`src/rtl/micro_tile_sequencer_if.sv`:
```
// Request handshake between a tile requester and micro_tile_sequencer.
interface micro_tile_sequencer_if;
  logic       req_valid;
  logic [1:0] req_sel;
  logic       req_ready;

  modport master (output req_valid, output req_sel, input req_ready);
  modport slave  (input req_valid, input req_sel, output req_ready);
endinterface

```
`src/rtl/micro_tile_sequencer.sv`:
```
// Hand-off sequencer for the four-slot micro-tile container (manual or round-robin auto).
// Optional tile masking is enabled by defining MICRO_TILE_SEQ_MASK_EN.
module micro_tile_sequencer #(
  parameter int RST_CYCLES = 4,
  parameter int DWELL_W    = 16
) (
  input  logic                 clk,
  input  logic                 rst,
  input  logic                 mode_i,
  input  logic [DWELL_W-1:0]   dwell_i,
  micro_tile_sequencer_if.slave req_if,
`ifdef MICRO_TILE_SEQ_MASK_EN
  input  logic [3:0]           tile_mask_i,
  output logic                 req_err_o,
`endif
  output logic [1:0]           sel_o,
  output logic [3:0]           tile_clk_en_o,
  output logic [3:0]           tile_rst_n_o,
  output logic                 busy_o,
  output logic                 switch_done_o
);
  // state  | meaning
  // WAKE   | incoming tile clocked but held in reset
  // ACTIVE | selected tile running
  // DRAIN  | outgoing tile clocks its reset in
  // GATE   | all clocks off while the select moves
  typedef enum logic [1:0] {WAKE, ACTIVE, DRAIN, GATE} state_e;

  localparam int WCW = $clog2(RST_CYCLES + 1);

  state_e             state_q, state_d;
  logic [1:0]         sel_q, sel_d, target_q, target_d;
  logic [WCW-1:0]     wake_q, wake_d;
  logic [DWELL_W-1:0] dwell_q, dwell_d;
  logic [3:0]         clk_en_q, clk_en_d, rst_n_q, rst_n_d;
  logic               busy_q, busy_d, ready_q, ready_d, done_q, done_d;
  logic               accept, err_d;
  logic [1:0]         nxt;
  logic               nxt_ok;

  function automatic logic [3:0] onehot(input logic [1:0] idx);
    return 4'b0001 << idx;
  endfunction

  assign accept = req_if.req_valid && ready_q;

`ifdef MICRO_TILE_SEQ_MASK_EN
  logic err_q;
  // Nearest unmasked tile after sel, wrapping; the current tile is never a candidate.
  always_comb begin
    nxt    = sel_q + 2'd1;
    nxt_ok = 1'b0;
    for (int k = 3; k >= 1; k--) begin
      if (!tile_mask_i[sel_q + 2'(k)]) begin
        nxt    = sel_q + 2'(k);
        nxt_ok = 1'b1;
      end
    end
  end
  assign req_err_o = err_q;
`else
  assign nxt    = sel_q + 2'd1;
  assign nxt_ok = 1'b1;
`endif

  always_comb begin
    state_d  = state_q;
    sel_d    = sel_q;
    target_d = target_q;
    wake_d   = wake_q;
    dwell_d  = '0;
    err_d    = 1'b0;
    case (state_q)
      WAKE: begin
        if (wake_q == WCW'(1)) state_d = ACTIVE;
        else                   wake_d  = wake_q - 1'b1;
      end
      ACTIVE: begin
        if (accept) begin
`ifdef MICRO_TILE_SEQ_MASK_EN
          if (tile_mask_i[req_if.req_sel]) begin
            err_d = 1'b1;
          end else
`endif
          if (req_if.req_sel != sel_q) begin
            target_d = req_if.req_sel;
            state_d  = DRAIN;
          end
        end else if (mode_i && dwell_i != '0) begin
          if (dwell_q == dwell_i - 1'b1) begin
            if (nxt_ok) begin
              target_d = nxt;
              state_d  = DRAIN;
            end
          end else begin
            dwell_d = dwell_q + 1'b1;
          end
        end
      end
      DRAIN: state_d = GATE;
      GATE: begin
        sel_d   = target_q;
        wake_d  = WCW'(RST_CYCLES);
        state_d = WAKE;
      end
      default: state_d = WAKE;
    endcase

    // Outputs are registered from the next state so they line up with the state they describe.
    clk_en_d = (state_d == GATE)   ? 4'b0000 : onehot(sel_d);
    rst_n_d  = (state_d == ACTIVE) ? onehot(sel_d) : 4'b0000;
    busy_d   = (state_d != ACTIVE);
    ready_d  = (state_d == ACTIVE) && !mode_i;
    done_d   = (state_d == ACTIVE) && (state_q != ACTIVE);
  end

  always_ff @(posedge clk) begin
    if (rst) begin
      state_q  <= WAKE;
      sel_q    <= 2'd0;
      target_q <= 2'd0;
      wake_q   <= WCW'(RST_CYCLES);
      dwell_q  <= '0;
      clk_en_q <= 4'b0001;
      rst_n_q  <= 4'b0000;
      busy_q   <= 1'b1;
      ready_q  <= 1'b0;
      done_q   <= 1'b0;
    end else begin
      state_q  <= state_d;
      sel_q    <= sel_d;
      target_q <= target_d;
      wake_q   <= wake_d;
      dwell_q  <= dwell_d;
      clk_en_q <= clk_en_d;
      rst_n_q  <= rst_n_d;
      busy_q   <= busy_d;
      ready_q  <= ready_d;
      done_q   <= done_d;
    end
  end

`ifdef MICRO_TILE_SEQ_MASK_EN
  always_ff @(posedge clk) begin
    if (rst) err_q <= 1'b0;
    else     err_q <= err_d;
  end
`endif

  assign req_if.req_ready = ready_q;
  assign sel_o            = sel_q;
  assign tile_clk_en_o    = clk_en_q;
  assign tile_rst_n_o     = rst_n_q;
  assign busy_o           = busy_q;
  assign switch_done_o    = done_q;
endmodule
```
`src/flat_wrapper.sv`:
```
// flat-port wrapper written by rule: the top's interface ports become plain ports
module micro_tile_sequencer_flat 
#(
  parameter int RST_CYCLES = 4,
  parameter int DWELL_W    = 16
)
  (clk, rst, mode_i, dwell_i, sel_o, tile_clk_en_o, tile_rst_n_o, busy_o, switch_done_o, req_if_req_valid, req_if_req_sel, req_if_req_ready);
  micro_tile_sequencer_if req_if_i ();
  input  logic clk;
  input  logic rst;
  input  logic mode_i;
  input  logic [DWELL_W-1:0] dwell_i;
  output logic [1:0] sel_o;
  output logic [3:0] tile_clk_en_o;
  output logic [3:0] tile_rst_n_o;
  output logic busy_o;
  output logic switch_done_o;
  input wire logic [$bits(req_if_i.req_valid)-1:0] req_if_req_valid;
  input wire logic [$bits(req_if_i.req_sel)-1:0] req_if_req_sel;
  output wire logic [$bits(req_if_i.req_ready)-1:0] req_if_req_ready;
  assign req_if_i.req_valid = req_if_req_valid;
  assign req_if_i.req_sel = req_if_req_sel;
  assign req_if_req_ready = req_if_i.req_ready;
  micro_tile_sequencer #(.RST_CYCLES(RST_CYCLES), .DWELL_W(DWELL_W)) u_core (.clk(clk), .rst(rst), .mode_i(mode_i), .dwell_i(dwell_i), .req_if(req_if_i), .sel_o(sel_o), .tile_clk_en_o(tile_clk_en_o), .tile_rst_n_o(tile_rst_n_o), .busy_o(busy_o), .switch_done_o(switch_done_o));
endmodule
```
`config.mk`:
```
export PLATFORM = sky130hd
export DESIGN_NAME = micro_tile_sequencer_flat
export DESIGN_NICKNAME = d
export VERILOG_FILES = /design/src/rtl/micro_tile_sequencer_if.sv /design/src/rtl/micro_tile_sequencer.sv /design/src/flat_wrapper.sv
export SDC_FILE = /design/constraint.sdc
export NUM_CORES = 1
export LEC_CHECK = 0
export ABC_CLOCK_PERIOD_IN_PS = 6950
export BUFFER_PORTS_ARGS = -buffer_cell sky130_fd_sc_hd__buf_2
export CORE_MARGIN = 2
export CORE_UTILIZATION = 50
export CTS_BUF_LIST = sky130_fd_sc_hd__clkbuf_4 sky130_fd_sc_hd__clkbuf_8
export DETAILED_ROUTE_END_ITERATION = 16
export GPL_TIMING_DRIVEN = 0
export PLACE_DENSITY = 0.72
export RECOVER_POWER = 50
export SLEW_MARGIN = 10
export SYNTH_ARGS = -nofsm -noshare
export SYNTH_HDL_FRONTEND = slang
export SYNTH_SLANG_ARGS = --single-unit
```
`constraint.sdc`:
```
create_clock -name clk -period 6.95 [get_ports clk]
set_input_delay 0.695 -clock clk [delete_from_list [all_inputs] [get_ports clk]]
set_output_delay 0.695 -clock clk [all_outputs]
set_load 0.02 [all_outputs]
```
# Word level (Yosys, flattened, before mapping)
# Cells that the tools add are included.
word_totals:
  output_inout_bits: 13
  input_bits: 22
  wordCells: 60
  register_bits: 36
op_classes:
  n_mux: 14
  bitwise: 3
  n_eq_ne: 12
  n_addsub: 4
  shifts: 1
  n_reduce_logical: 15
ops:
  columns: ["operator", "count"]
  rows:
  - ["2-bit 2-to-1 mux", 10]
  - ["16-bit by 1-bit adder with 16-bit output, second input constant", 1]
  - ["16-bit equality test", 1]
  - ["16-bit nonzero test", 1]
  - ["16-bit by 1-bit subtractor with 16-bit output, second input constant", 1]
  - ["2-bit one-hot mux with 4 select lines", 1]
  - ["2-bit equality test, second input constant", 3]
  - ["3-bit one-hot mux with 2 select lines", 1]
  - ["2-bit nonzero test", 3]
  - ["5-bit OR reduction", 1]
  - ["2-bit by 1-bit equality test with 1-bit output, second input constant", 2]
  - ["1-bit logical AND", 4]
  - ["2-bit by 1-bit inequality test with 1-bit output, second input constant", 2]
  - ["2-bit inequality test, second input constant", 2]
  - ["4-bit AND reduction", 1]
  - ["2-bit OR reduction", 2]
  - ["1-bit by 2-bit << shifter with 4-bit output, first input constant", 1]
  - ["3-bit by 1-bit equality test with 1-bit output, second input constant", 1]
  - ["3-bit 2-to-1 mux", 1]
  - ["1-bit NOT", 3]
  - ["3-bit by 1-bit subtractor with 3-bit output, second input constant", 1]
  - ["2-bit by 1-bit adder with 2-bit output, second input constant", 1]
  - ["2-bit logical NOT", 1]
  - ["2-bit inequality test", 1]
  - ["3 further kinds", 3]

# Depth between registers and ports, before layout
depth:
  word_depth: 9
  mapped_depth: 11

# Worst setup path before layout
# OpenSTA, ideal clock, no wires.
synth_timing:
  path_kind: "input -> register"
  from: "in dwell_i[0]"
  to: "reg u_core.target_q[1]"
  arrival_time_ns: 2.967
  setup_ns: 0.067
  setup_slack_ns: 3.915
  cell_stages: 10
  cell_sequence: "clkbuf_1 -> inv_1 -> ha_1 -> nor4b_4 -> a21oi_1 -> or3_4 -> a2111oi_4 -> nand4b_2 -> a211o_1 -> a21oi_2"
synth_between:
  elab_chain_cells: 4
  word_cells_on_any_way: 7
  cone_classes: "1 x add/sub; 1 x eq/ne; 5 x reduce/logical"
synth_lines:
  columns: ["element", "line", "text"]
  rows:
  - ["start: declaration", "flat_wrapper.sv:12", "input logic [DWELL_W-1:0] dwell_i;"]
  - ["16-bit by 1-bit subtractor with 16-bit output or 16-bit nonzero test (tied branches)", "micro_tile_sequencer.sv:90, micro_tile_sequencer.sv:89", null]
  - ["16-bit equality test or 1-bit logical AND (tied branches)", "micro_tile_sequencer.sv:90, micro_tile_sequencer.sv:89", null]
  - ["2-bit nonzero test (no source line)", null, null]
  - ["4-bit AND reduction (no source line) (*)", null, null]
  - ["end signal: assignment", "micro_tile_sequencer.sv:132", "target_q <= target_d;"]
  - ["end: declaration", "micro_tile_sequencer.sv:32", "logic [1:0] sel_q, sel_d, target_q, target_d;"]
# Mark *: on every way between the ends. The rest lies on a longest branch, timed or not.
# A chain may end at the register's enable or synchronous reset.

# Final worst setup path
layout_timing:
  from: "in dwell_i[0]"
  to: "reg u_core.dwell_q[12]"
layout_between:
  elab_chain_cells: 4
  word_cells_on_any_way: 6
  cone_classes: "1 x add/sub; 1 x eq/ne; 1 x bitwise; 3 x reduce/logical"
layout_lines:
  columns: ["element", "line", "text"]
  rows:
  - ["branches (longest 3 deep; another with 16-bit by 1-bit subtractor with 16-bit output)", null, null]
  - ["5-bit OR reduction (no source line) (*)", null, null]
  - ["end signal: assignment", "micro_tile_sequencer.sv:134", "dwell_q <= dwell_d;"]
  - ["end: declaration", "micro_tile_sequencer.sv:34", "logic [DWELL_W-1:0] dwell_q, dwell_d;"]
# Every way passes the cells marked *.

==> metrics <==
crit path DAT=4.10 ns; Die X-Extent=69.46 um; async set-or-reset flop fraction in the synthesized netlist=0%; Iter 0 DRT Violations=98; Post-synth top flop=dfxtp_1; Max-Cap Viols=0; Die Y=69.46 um; Psw=0.1417 mW; share of cells above drive strength 1=14.19%; Seq/Total Area, Yosys=33.64%; internal power=0.3276 mW; worst hold path depth=2; Starting Density=52.79%; crit path launch=dwell_i[0]; reg2reg end=u_core.dwell_q[12]; number of vias per cell=5.566; RSZ-0062 raised after global routing=false; placer congestion estimate=0.8437; syn avg cell area=8.603 um^2; CP endpoint kind=flip-flop; XOR/XNOR Fraction of Synth Area=13.90%; fill cell count=385; most frequent cell after synthesis=dfxtp_1; clk_lat worst skew=0.28 ns; Ports=35; GR Overflow Total=0; post-synthesis mux area share=1.402%; LEAKAGE=0.8905 nW; DP HPWL=3533 um; initial antenna violation count=0; worst-path maximum fanout=10; total power=0.4693 mW; Ys Warns=0; fin area=0.002421 mm^2; Slew HR=10.39%; DR DRC count=0; diode count=0; area of the multi-input gates=0.001338 mm^2; post-synthesis sequential element count=36; Clock Sinks=36; synthesis-to-layout area growth=13.03%; Crit Path Category=input port to flip-flop; first-pass GRT wire length=7686 um; IO buf count=32; CP max-delay cell=nor4b_1; R2R depth=9; minimum clock period=3.925 ns; proportion of power drawn by combinational gates=20.9%; Final Slew Violations=0; Final ANT Viol Nets=0; Net Count, Synth=276; Critical Path Source Type=input port; placed cell area=0.002365 mm^2; CTS Root Cell=clkbuf_8; Core ar.=0.004058 mm^2; largest net degree at the start of global routing=13; Post-Synth Adder-Cell Area=2.921%; register share of total power=48.6%; fin util=59.67%; CTS resizes=0; Seq. cell area=720.7 um^2; Post-synth EDFFs=0; Total Wirelength=4653 um; wire per inst=13.73 um; combinational family with the most area after synthesis=simple AND/OR/NAND/NOR gates; setup bufs post-CTS=0; clock power share=30.5%; Overall Global Routing Usage=19.52%; Cell Chain, Critical Path=clkbuf_1 > inv_1 > ha_1 > nor4b_1 > a21oi_1 > or3_4 > a2111oi_4 > nand3_1 > nand2_1 > buf_2 > nor2_1; cell family with the largest share of critical-path delay=simple AND/OR/NAND/NOR gates; Worst-Margin Slew=1.326 ns; Peak Freq=0.2548 GHz; Syn Inst Count=249; final hold slack=0.4756 ns; total CTS buffers=5; Final setup viols=0; Net Sw Frac=30.19%; row count=23; Final period util=56.48%; Worst Setup EP=u_core.dwell_q[12]; cell area power density=193.8 mW/mm^2; Hold Buf Count CTS=0; synthesized area=0.002142 mm^2; Crit path depth=11; status=completed; TritonRoute pass-1 iters=5; number of global-route vias before repair=1687; CP peak stage delay=1.08 ns; Hold/Removal Path Class=flip-flop to flip-flop; Final Hold Viols=0; Yosys cell types=49; CP Data Required Time=7.12 ns; Reg2Reg Launch Point=u_core.dwell_q[7]; Synth Area in Compound Gates=13.49%; Synth top cells by count=36 x dfxtp_1, 33 x nor2_1, 18 x xor2_1; Synth Area in Simple Gates=31.43%; setup TNS=0 ns; TritonCTS clock tree=done; VDD IR-drop max=0.1205 mV; share of the synthesized area in the top cell type=33.64%; area leader, netlist=dfxtp_1; clk buf depth=2; largest cells by area after synthesis=dfxtp_1 34%, xor2_1 7.4%, xnor2_1 6.5%, nor2_1 5.8%, nand3_1 3.3%; via count=1887; WP buf/inv=3; DIE AREA=0.004824 mm^2; worst clock skew=0.009858 ns; Worst R2R Setup Slack=4.54 ns; clock-pin slew of the registers on the worst-case setup and hold paths=0.08 ns; nets@finish=315; H-Tree Level Count=2
-- state kept, by name, indices dropped and copies added, names as in the netlist, 2 cells and up --
register,flops
u_core.wake_q,3
u_core.dwell_q,16
u_core.sel_o,2
u_core.state_q,2
u_core.tile_rst_n_o,4
u_core.target_q,2
u_core.tile_clk_en_o,4
-- worst min path at each step --
stage / end / slack [ns] / from
floorplan: u_core.dwell_q[0] / 0.45 / u_core.dwell_q[0]
CTS: u_core.target_q[1] / 0.48 / u_core.target_q[1]
global placement: u_core.target_q[0] / 0.46 / u_core.target_q[0]
detailed placement: u_core.target_q[0] / 0.47 / u_core.target_q[0]
finish: u_core.target_q[1] / 0.48 / u_core.target_q[1]
global route: u_core.target_q[1] / 0.50 / u_core.target_q[1]
-- metrics by stage --
| stage | instances | setup WS, ns |
|---|---|---|
| after detailed placement | 331 | 3.424 |
| after floorplan | 249 | 3.915 |
| final | 339 | 3.025 |
| after global routing | 339 | 2.722 |
| after global placement | 331 | 3.476 |
| after CTS | 339 | 3.734 |
-- power groups by stage --
stage | combinational (mW) | clock (mW) | sequential (mW)
after floorplan | 0.0656 | 0 | 0.236
after detailed placement | 0.0990 | 0 | 0.232
final | 0.0982 | 0.143 | 0.228
after global placement | 0.0964 | 0 | 0.231
after global routing | 0.112 | 0.160 | 0.230
after CTS | 0.101 | 0.148 | 0.228
-- worst reg2reg max path: cells and delay by family (launching register included) --
family          cells  cell delay, ns
compound gates      2            0.37
buf+inv             2            0.65
flops               1            0.31
simple gates        5            0.97
-- layout make-up --
type | count | area share [%]
Buffer | 8 | 1.602
Clock buffer | 5 | 2.842
Sequential cell | 36 | 29.77
Clock inverter | 3 | 0.7752
Timing Repair Buffer | 32 | 5.943
Multi-Input combinational cell | 197 | 55.25
Inverter | 8 | 1.240
Tap cell | 50 | 2.584
-- per-layer routing --
metal  global-route usage, %  share of wire (%)
met1                   28.20                 52
met2                   30.13                 44
met3                   3.634                3.9
met4                   4.575               0.73
met5                       0                  0
-- kinds of logic (layout without fill, tap and decap cells) --
kind of cell               count (synthesis)  in the layout
AOI/OAI and AO/OA                         40             40
DFF                                       36             36
adders and majority gates                  5              5
muxes                                      3              3
buffers and inverters                     16             56
xor gates and xnor gates                  34             34
and+or+nand+nor                          115            115
-- cells in the final DEF (no fill, tap or decap), types with 9 or more instances in the layout --
cell type,n
a21oi_1,11
xor2_1,18
xnor2_1,16
clkbuf_1,19
buf_2,20
dfxtp_1,36
nand2_1,14
nand2b_1,9
nand3_1,14
nor2_1,33
(Power assumes the default switching activity.)
